`src/rtl/ariane_pkg.sv`:
```
`default_nettype none
// ============================================================================
// Package  : ariane_pkg
// Brief    : Shared execute-stage types, unit classes and the dispatch bounds.
// Revision : 1.0
// ============================================================================
package ariane_pkg;

   localparam int unsigned VLEN             = 64;
   localparam int unsigned XLEN             = 64;
   localparam int unsigned TRANS_ID_BITS    = 3;
   localparam int unsigned MAX_MULT_LATENCY = 4;

   typedef enum logic [3:0] {
      NONE, LOAD, STORE, ALU, CTRL_FLOW, MULT, CSR, FPU, FPU_VEC
   } fu_t;

   typedef logic [7:0] fu_op_t;

   typedef enum logic [2:0] {
      NoCF, Branch, Jump, JumpR, Return
   } cf_t;

   typedef struct packed {
      cf_t             cf;
      logic [VLEN-1:0] predict_address;
   } branchpredict_sbe_t;

   typedef struct packed {
      fu_t                      fu;
      fu_op_t                   operation;
      logic [XLEN-1:0]          operand_a;
      logic [XLEN-1:0]          operand_b;
      logic [XLEN-1:0]          imm;
      logic [TRANS_ID_BITS-1:0] trans_id;
   } fu_data_t;

   typedef enum logic [2:0] {
      UC_FLU_COMB, UC_FLU_SEQ, UC_LSU, UC_FPU, UC_DROP
   } unit_class_t;

   function automatic unit_class_t fu_to_class(input fu_t fu);
      unit_class_t cls;
      case (fu)
         ALU, CTRL_FLOW: cls = UC_FLU_COMB;
         CSR, MULT:      cls = UC_FLU_SEQ;
         LOAD, STORE:    cls = UC_LSU;
         FPU, FPU_VEC:   cls = UC_FPU;
         default:        cls = UC_DROP;
      endcase
      return cls;
   endfunction

endpackage
`default_nettype wire

```
`src/rtl/fu_dispatch_if.sv`:
```
`default_nettype none
// ============================================================================
// Interface : fu_dispatch_if
// Brief     : Issue-to-dispatch handshake carrying one operand-complete op.
// Revision  : 1.0
// ============================================================================
interface fu_dispatch_if;
   import ariane_pkg::*;

   logic               issue_valid;
   logic               issue_ack;
   fu_data_t           issue_data;
   logic [VLEN-1:0]    issue_pc;
   logic               issue_is_compressed;
   branchpredict_sbe_t issue_bp;
   logic [1:0]         issue_fp_fmt;
   logic [2:0]         issue_fp_rm;

   modport master (
      output issue_valid, issue_data, issue_pc, issue_is_compressed,
             issue_bp, issue_fp_fmt, issue_fp_rm,
      input  issue_ack
   );

   modport slave (
      input  issue_valid, issue_data, issue_pc, issue_is_compressed,
             issue_bp, issue_fp_fmt, issue_fp_rm,
      output issue_ack
   );

endinterface
`default_nettype wire

```
`src/rtl/fu_dispatch_hazard.sv`:
```
`default_nettype none
// ============================================================================
// Module   : fu_dispatch_hazard
// Brief    : Unit-class decode, readiness, back-to-back and mult writeback
//            hazards, issue ack. Stall counters under FU_DISPATCH_STATS_EN.
// Revision : 1.0
// ============================================================================
module fu_dispatch_hazard
   import ariane_pkg::*;
#(
   parameter int unsigned MultLatency = 1
) (
   input  logic        clk_i,
   input  logic        rst_ni,
   input  logic        flush_i,
   input  logic        issue_valid_i,
   input  fu_t         issue_fu_i,
   input  logic        flu_ready_i,
   input  logic        lsu_ready_i,
   input  logic        fpu_ready_i,
   input  logic        seq_busy_i,
   input  logic        lsu_busy_i,
   input  logic        fpu_busy_i,
   output logic        issue_ack_o,
   output logic [31:0] stall_ready_cnt_o,
   output logic [31:0] stall_hazard_cnt_o
);

   unit_class_t            w_class;
   logic                   w_ready;
   logic                   w_h1;
   logic                   w_h2;
   logic                   w_offer;
   logic [MultLatency-1:0] r_mult_sr;

   assign w_class = fu_to_class(issue_fu_i);

   always_comb begin
      w_ready = 1'b1;
      case (w_class)
         UC_FLU_COMB, UC_FLU_SEQ: w_ready = flu_ready_i;
         UC_LSU:                  w_ready = lsu_ready_i;
         UC_FPU:                  w_ready = fpu_ready_i;
         default:                 w_ready = 1'b1;
      endcase
   end

   // Registered unit readies lag by a cycle, so a held op of the same class blocks.
   assign w_h1 = ((w_class == UC_FLU_SEQ) && seq_busy_i) ||
                 ((w_class == UC_LSU)     && lsu_busy_i) ||
                 ((w_class == UC_FPU)     && fpu_busy_i);

   assign w_h2 = r_mult_sr[MultLatency-1] &&
                 ((w_class == UC_FLU_COMB) || (issue_fu_i == CSR));

   assign w_offer     = issue_valid_i & ~flush_i;
   assign issue_ack_o = w_offer & w_ready & ~w_h1 & ~w_h2;

   // Bit 0 mirrors mult_valid_o; bit k is that pulse delayed k cycles.
   always_ff @(posedge clk_i or negedge rst_ni) begin
      if (!rst_ni) begin
         r_mult_sr <= '0;
      end else if (flush_i) begin
         r_mult_sr <= '0;
      end else begin
         r_mult_sr[0] <= issue_ack_o & (issue_fu_i == MULT);
         for (int k = 1; k < int'(MultLatency); k++) begin
            r_mult_sr[k] <= r_mult_sr[k-1];
         end
      end
   end

`ifdef FU_DISPATCH_STATS_EN
   logic [31:0] r_stall_ready_cnt;
   logic [31:0] r_stall_hazard_cnt;

   always_ff @(posedge clk_i or negedge rst_ni) begin
      if (!rst_ni) begin
         r_stall_ready_cnt  <= '0;
         r_stall_hazard_cnt <= '0;
      end else begin
         if (w_offer && !w_ready && (r_stall_ready_cnt != '1)) begin
            r_stall_ready_cnt <= r_stall_ready_cnt + 32'd1;
         end
         if (w_offer && w_ready && (w_h1 || w_h2) && (r_stall_hazard_cnt != '1)) begin
            r_stall_hazard_cnt <= r_stall_hazard_cnt + 32'd1;
         end
      end
   end

   assign stall_ready_cnt_o  = r_stall_ready_cnt;
   assign stall_hazard_cnt_o = r_stall_hazard_cnt;
`else
   assign stall_ready_cnt_o  = '0;
   assign stall_hazard_cnt_o = '0;
`endif

endmodule
`default_nettype wire

```
`src/rtl/fu_dispatch.sv`:
```
`default_nettype none
// ============================================================================
// Module   : fu_dispatch
// Brief    : Registers one issued op per cycle into the execute stage with a
//            one-hot unit valid. Stall counters under FU_DISPATCH_STATS_EN.
// Revision : 1.0
// ============================================================================
module fu_dispatch
   import ariane_pkg::*;
#(
   parameter int unsigned MultLatency = 1
) (
   input  logic               clk_i,
   input  logic               rst_ni,
   input  logic               flush_i,
   fu_dispatch_if.slave       issue,
   input  logic               flu_ready_i,
   input  logic               lsu_ready_i,
   input  logic               fpu_ready_i,
   output fu_data_t           fu_data_o,
   output logic [VLEN-1:0]    pc_o,
   output logic               is_compressed_instr_o,
   output branchpredict_sbe_t branch_predict_o,
   output logic [1:0]         fpu_fmt_o,
   output logic [2:0]         fpu_rm_o,
   output logic               alu_valid_o,
   output logic               branch_valid_o,
   output logic               csr_valid_o,
   output logic               mult_valid_o,
   output logic               lsu_valid_o,
   output logic               fpu_valid_o,
   output logic [31:0]        stall_ready_cnt_o,
   output logic [31:0]        stall_hazard_cnt_o
);

   logic               w_ack;
   fu_data_t           r_fu_data;
   logic [VLEN-1:0]    r_pc;
   logic               r_is_compressed;
   branchpredict_sbe_t r_bp;
   logic [1:0]         r_fmt;
   logic [2:0]         r_rm;
   logic               r_alu_valid, r_branch_valid, r_csr_valid;
   logic               r_mult_valid, r_lsu_valid, r_fpu_valid;

   fu_dispatch_hazard #(
      .MultLatency (MultLatency)
   ) u_hazard (
      .clk_i              (clk_i),
      .rst_ni             (rst_ni),
      .flush_i            (flush_i),
      .issue_valid_i      (issue.issue_valid),
      .issue_fu_i         (issue.issue_data.fu),
      .flu_ready_i        (flu_ready_i),
      .lsu_ready_i        (lsu_ready_i),
      .fpu_ready_i        (fpu_ready_i),
      .seq_busy_i         (r_csr_valid | r_mult_valid),
      .lsu_busy_i         (r_lsu_valid),
      .fpu_busy_i         (r_fpu_valid),
      .issue_ack_o        (w_ack),
      .stall_ready_cnt_o  (stall_ready_cnt_o),
      .stall_hazard_cnt_o (stall_hazard_cnt_o)
   );

   assign issue.issue_ack = w_ack;

   always_ff @(posedge clk_i or negedge rst_ni) begin
      if (!rst_ni) begin
         r_fu_data       <= '0;
         r_pc            <= '0;
         r_is_compressed <= 1'b0;
         r_bp            <= '0;
         r_fmt           <= '0;
         r_rm            <= '0;
         r_alu_valid     <= 1'b0;
         r_branch_valid  <= 1'b0;
         r_csr_valid     <= 1'b0;
         r_mult_valid    <= 1'b0;
         r_lsu_valid     <= 1'b0;
         r_fpu_valid     <= 1'b0;
      end else begin
         r_alu_valid    <= w_ack & (issue.issue_data.fu == ALU);
         r_branch_valid <= w_ack & (issue.issue_data.fu == CTRL_FLOW);
         r_csr_valid    <= w_ack & (issue.issue_data.fu == CSR);
         r_mult_valid   <= w_ack & (issue.issue_data.fu == MULT);
         r_lsu_valid    <= w_ack & (fu_to_class(issue.issue_data.fu) == UC_LSU);
         r_fpu_valid    <= w_ack & (fu_to_class(issue.issue_data.fu) == UC_FPU);
         // Dropped ops are acked but leave the data registers untouched.
         if (w_ack && (fu_to_class(issue.issue_data.fu) != UC_DROP)) begin
            r_fu_data       <= issue.issue_data;
            r_pc            <= issue.issue_pc;
            r_is_compressed <= issue.issue_is_compressed;
            r_bp            <= issue.issue_bp;
            r_fmt           <= issue.issue_fp_fmt;
            r_rm            <= issue.issue_fp_rm;
         end
      end
   end

   assign fu_data_o             = r_fu_data;
   assign pc_o                  = r_pc;
   assign is_compressed_instr_o = r_is_compressed;
   assign branch_predict_o      = r_bp;
   assign fpu_fmt_o             = r_fmt;
   assign fpu_rm_o              = r_rm;
   assign alu_valid_o           = r_alu_valid;
   assign branch_valid_o        = r_branch_valid;
   assign csr_valid_o           = r_csr_valid;
   assign mult_valid_o          = r_mult_valid;
   assign lsu_valid_o           = r_lsu_valid;
   assign fpu_valid_o           = r_fpu_valid;

endmodule
`default_nettype wire

```
`src/flat_wrapper.sv`:
```
// flat-port wrapper written by rule: the top's interface ports become plain ports
module fu_dispatch_flat import ariane_pkg::*;
#(
   parameter int unsigned MultLatency = 1
)
  (clk_i, rst_ni, flush_i, flu_ready_i, lsu_ready_i, fpu_ready_i, fu_data_o, pc_o, is_compressed_instr_o, branch_predict_o, fpu_fmt_o, fpu_rm_o, alu_valid_o, branch_valid_o, csr_valid_o, mult_valid_o, lsu_valid_o, fpu_valid_o, stall_ready_cnt_o, stall_hazard_cnt_o, issue_issue_valid, issue_issue_data, issue_issue_pc, issue_issue_is_compressed, issue_issue_bp, issue_issue_fp_fmt, issue_issue_fp_rm, issue_issue_ack);
  fu_dispatch_if issue_i ();
  input  logic clk_i;
  input  logic rst_ni;
  input  logic flush_i;
  input  logic flu_ready_i;
  input  logic lsu_ready_i;
  input  logic fpu_ready_i;
  output fu_data_t fu_data_o;
  output logic [VLEN-1:0] pc_o;
  output logic is_compressed_instr_o;
  output branchpredict_sbe_t branch_predict_o;
  output logic [1:0] fpu_fmt_o;
  output logic [2:0] fpu_rm_o;
  output logic alu_valid_o;
  output logic branch_valid_o;
  output logic csr_valid_o;
  output logic mult_valid_o;
  output logic lsu_valid_o;
  output logic fpu_valid_o;
  output logic [31:0] stall_ready_cnt_o;
  output logic [31:0] stall_hazard_cnt_o;
  input wire logic [$bits(issue_i.issue_valid)-1:0] issue_issue_valid;
  input wire logic [$bits(issue_i.issue_data)-1:0] issue_issue_data;
  input wire logic [$bits(issue_i.issue_pc)-1:0] issue_issue_pc;
  input wire logic [$bits(issue_i.issue_is_compressed)-1:0] issue_issue_is_compressed;
  input wire logic [$bits(issue_i.issue_bp)-1:0] issue_issue_bp;
  input wire logic [$bits(issue_i.issue_fp_fmt)-1:0] issue_issue_fp_fmt;
  input wire logic [$bits(issue_i.issue_fp_rm)-1:0] issue_issue_fp_rm;
  output wire logic [$bits(issue_i.issue_ack)-1:0] issue_issue_ack;
  assign issue_i.issue_valid = issue_issue_valid;
  assign issue_i.issue_data = issue_issue_data;
  assign issue_i.issue_pc = issue_issue_pc;
  assign issue_i.issue_is_compressed = issue_issue_is_compressed;
  assign issue_i.issue_bp = issue_issue_bp;
  assign issue_i.issue_fp_fmt = issue_issue_fp_fmt;
  assign issue_i.issue_fp_rm = issue_issue_fp_rm;
  assign issue_issue_ack = issue_i.issue_ack;
  fu_dispatch #(.MultLatency(MultLatency)) u_core (.clk_i(clk_i), .rst_ni(rst_ni), .flush_i(flush_i), .issue(issue_i), .flu_ready_i(flu_ready_i), .lsu_ready_i(lsu_ready_i), .fpu_ready_i(fpu_ready_i), .fu_data_o(fu_data_o), .pc_o(pc_o), .is_compressed_instr_o(is_compressed_instr_o), .branch_predict_o(branch_predict_o), .fpu_fmt_o(fpu_fmt_o), .fpu_rm_o(fpu_rm_o), .alu_valid_o(alu_valid_o), .branch_valid_o(branch_valid_o), .csr_valid_o(csr_valid_o), .mult_valid_o(mult_valid_o), .lsu_valid_o(lsu_valid_o), .fpu_valid_o(fpu_valid_o), .stall_ready_cnt_o(stall_ready_cnt_o), .stall_hazard_cnt_o(stall_hazard_cnt_o));
endmodule
```
`config.mk`:
```
export PLATFORM = sky130hd
export DESIGN_NAME = fu_dispatch_flat
export DESIGN_NICKNAME = d
export VERILOG_FILES = /design/src/rtl/ariane_pkg.sv /design/src/rtl/fu_dispatch_if.sv /design/src/rtl/fu_dispatch_hazard.sv /design/src/rtl/fu_dispatch.sv /design/src/flat_wrapper.sv
export SDC_FILE = /design/constraint.sdc
export NUM_CORES = 1
export LEC_CHECK = 0
export ABC_AREA = 1
export CAP_MARGIN = 20
export CORE_AREA = 2 2 298 300
export DETAILED_ROUTE_END_ITERATION = 16
export DIE_AREA = 0 0 300 302
export GPL_TIMING_DRIVEN = 0
export RECOVER_POWER = 25
export SYNTH_ARGS = -nofsm -noshare
export SYNTH_HDL_FRONTEND = slang
export SYNTH_SLANG_ARGS = --single-unit
```
`constraint.sdc`:
```
create_clock -name clk_i -period 2.1 [get_ports clk_i]
set_clock_uncertainty 0.2 [all_clocks]
set_input_delay 0.315 -clock clk_i [delete_from_list [all_inputs] [get_ports clk_i]]
set_output_delay 0.315 -clock clk_i [all_outputs]
set_load 0.05 [all_outputs]
```
==> results.cfg <==
[global_routing]
grt_start_max_net_pins = 105
grtUsageTotal_pct = 14.0
global_route_wire_length_before_repair_um = 95900
globalRouteOverflowTotal = 0
grt_antenna_before_repair = 8
grt_pass1_vias = 14605

[critical_path]
worst_setup_path_start_kind = input port
timing.reg2reg.worst_path_depth = 10
crit_arrival_ns = 1.78
timing.critical_path.cells = buf_6 -> inv_4 -> ha_4 -> inv_1 -> o21ai_2 -> nand2_2 -> nand2_1 -> nor2_1 -> nor2_1 -> nand2_2 -> nand2_4 -> buf_12 -> nand2_8 -> clkinvlp_4 -> buf_8
critical_path.reg2reg.endpoint = u_core.fu_data_o[45]
cp-startpoint = issue_issue_data[203]
critical-path-slowest-cell = sky130_fd_sc_hd__ha_4
crit_path_end = issue_issue_ack
crit_path_max_incr_delay_ns = 0.26
endpoint_kind = output port
critical_path_required_ns = 1.58
crit_fanout = 5
worstReg2RegStart = u_core.mult_valid_o
critPathKind = in2out
r2r_slack_ns = 0.01

[synth]
async_s_r_ff_share_synth_pct = 100
synth.yosys.warnings = 0
netlist_top_cells_count = sky130_fd_sc_hd__nand2_1, sky130_fd_sc_hd__dfrtp_1, sky130_fd_sc_hd__nand4_1
synthFlopType = sky130_fd_sc_hd__dfrtp_1
mappedNetlistArea_um2 = 15200
synth_edf_count = 0
synth_seq_area_share_pct = 57.7
synth.lib_cells_used.distinct = 18
synth_top_area_share_pct = 57.7
netlist_top_cells_area = sky130_fd_sc_hd__dfrtp_1, sky130_fd_sc_hd__nand2_1, sky130_fd_sc_hd__nand4_1
ys_ff_latch = 351
yosys.cell_count.top_type = sky130_fd_sc_hd__nand2_1
synth_area_leader_cell = sky130_fd_sc_hd__dfrtp_1
post_synth_inst_count = 1666
syn_area_per_cell_um2 = 9.14

[clock_network]
cts_sinks = 351
cts-buffers-inserted = 43
clock_path_buffers = 3
clock_tree_from_tritoncts = built
root_buffer = sky130_fd_sc_hd__clkbuf_16
cts_htree_levels = 2
clock_latency_on_the_worst_skew_pair_ns = 0.57
path_clk_slew_ns = 0.06

[detailed_routing]
detail_route.wirelength_um = 66000
avgViaCountPerCell = 4.05
final_antenna_net_count = 0
route.vias.total = 14978
dr.pass1.iters = 5
initialDrtViolationCount = 807
wl_per_cell_um = 17.9
drcViolationCount = 0

[job]
drv.max_cap_violation_count = 0

[placed_design]
post_dp_hpwl_um = 50300
port_buffers = 700
gp_congestion = 0.832
dp_worst_setup_slack_ns = -1.71

[timing]
fin_hold_viols = 0
worst_slew_pin_slew_ns = 0.957
finalWorstSetupSlack_ns = -0.199
whs_ns = 0.0394
totalNegativeSetupSlack_ns = -1.52
max_slew_violations = 0
rsz_0062_raised_after_global_routing = true
fmax_mhz = 435
layout_min_cycle_time_ns = 2.30
worst_slew_margin_rel_pct = 36.2
post-route-period-util_pct = 109
final-setup-viol-count = 41

[die]
ioPinCount = 766
dieWidth_um = 300
floorplan.initialDensity_pct = 17.4
floorplan.core_area_um2 = 87600
num_rows = 109
fp.dieArea_um2 = 90600
die_h_um = 302

[status]
outcome = finished, violations left
violated_checks = negative setup slack

[finish]
fillCellCount = 9408
syn_to_final_growth_pct = 67.6
share_of_final_layout_standard_cells_stronger_than_drive_strength_1_pct = 12.4
final_net_count = 2852

[min_path]
worst_hold_stages = 4
min-delay-path-class = in2reg

[power]
max-vdd-ir-drop_uv = 608
p_per_area_nw_per_um2 = 1120
cellLeakagePower_nw = 13.1
[metal layers]
layer	global-route usage, %	share of wire, %
met5	0	0.064
met4	4.85	3.2
met3	4.73	9.2
met2	23.7	48
met1	16.5	39
[registers in the layout, indices dropped and copies added, names as in the netlist]
register,count
u_core.alu_valid_o,1
u_core.branch_predict_o,67
u_core.branch_valid_o,1
u_core.csr_valid_o,1
u_core.fpu_fmt_o,2
u_core.fpu_rm_o,3
u_core.fpu_valid_o,1
u_core.fu_data_o,207
u_core.is_compressed_instr_o,1
u_core.lsu_valid_o,1
u_core.mult_valid_o,1
u_core.pc_o,64
u_core.u_hazard.r_mult_sr,1
[layout by cell type (no fill, tap or decap), types with 5 or more instances in the layout]
master	n
sky130_fd_sc_hd__buf_12	5
sky130_fd_sc_hd__buf_2	55
sky130_fd_sc_hd__buf_4	89
sky130_fd_sc_hd__buf_6	27
sky130_fd_sc_hd__buf_8	6
sky130_fd_sc_hd__clkbuf_1	21
sky130_fd_sc_hd__clkbuf_16	45
sky130_fd_sc_hd__clkbuf_2	26
sky130_fd_sc_hd__clkbuf_4	10
sky130_fd_sc_hd__clkbuf_8	15
sky130_fd_sc_hd__clkdlybuf4s50_1	345
sky130_fd_sc_hd__conb_1	64
sky130_fd_sc_hd__dfrtp_1	351
sky130_fd_sc_hd__dlygate4sd2_1	339
sky130_fd_sc_hd__dlygate4sd3_1	11
sky130_fd_sc_hd__nand2_1	701
sky130_fd_sc_hd__nand2_2	5
sky130_fd_sc_hd__nand3_1	10
sky130_fd_sc_hd__nand4_1	346
sky130_fd_sc_hd__nor2_1	12
[what timing repair did]
action | in CTS | in global routing
pin swaps | 6 | 5
setup endpoints to repair | 702 | 406
hold buffers | 10 | 1
hold endpoints to repair | 80 | 1
resized for setup | 421 | 73
buffers inserted | 3 | 4
[worst max-delay path, delay by kind of cell]
| family | cells | cell delay [ns] |
|---|---|---|
| AO/OA/AOI/OAI | 1 | 0.12 |
| buffers and inverters | 6 | 0.52 |
| AND/OR/NAND/NOR | 7 | 0.56 |
| adder cells (fa/ha/maj) | 1 | 0.26 |
[area by class of cell]
class | count | area [um2] | area share (%)
Antenna cell | 2 | 5.00 | 0.0196
Buffer | 217 | 1550 | 6.06
Clock buffer | 67 | 1360 | 5.33
Clock inverter | 10 | 156 | 0.613
Inverter | 8 | 41.3 | 0.162
Multi-Input combinational cell | 1153 | 5360 | 21.0
Sequential cell | 351 | 8780 | 34.4
Tap cell | 1165 | 1460 | 5.71
Timing Repair Buffer | 721 | 6810 | 26.7
[through the flow]
step	power, mW	util [%]	cell area, um2	std cells
6_report	28.6	29.1	25500	3694
5_1_grt	30.0	29.1	25500	3693
3_3_place_gp	21.8	27.4	24000	3594
2_1_floorplan	16.8	-	15500	1729
4_1_cts	29.0	29.0	25400	3687
3_5_place_dp	21.9	27.5	24100	3597
[logic make-up after synthesis]
| family | count (synthesis) | share of synthesized area, % |
|---|---|---|
| AOI/OAI and AO/OA | 3 | 0.123 |
| adders and majority gates | 6 | 0.493 |
| buffers and inverters | 225 | 9.20 |
| DFF | 351 | 57.7 |
| other | 1 | 0.0246 |
| and+or+nand+nor | 1080 | 32.5 |
[power by group]
| part | leakage, nW | switching (mW) | internal (mW) |
|---|---|---|---|
| Combinational | 7.94 | 8.54 | 2.99 |
| Clock | 0.748 | 3.08 | 4.92 |
| Sequential | 4.39 | 0.824 | 8.28 |
| Total | 13.1 | 12.4 | 16.2 |
[worst min-delay path by stage]
stage | end | from | slack (ns)
2_1_floorplan | u_core.alu_valid_o | rst_ni | -0.18
3_3_place_gp | u_core.pc_o[18] | u_core.pc_o[18] | 0.25
3_5_place_dp | u_core.fu_data_o[127] | rst_ni | 0.13
4_1_cts | u_core.alu_valid_o | issue_issue_data[204] | 0.03
5_1_grt | u_core.alu_valid_o | issue_issue_data[206] | 0.04
6_report | u_core.alu_valid_o | issue_issue_data[206] | 0.04
Note: power is estimated with default switching activity, not from simulation.
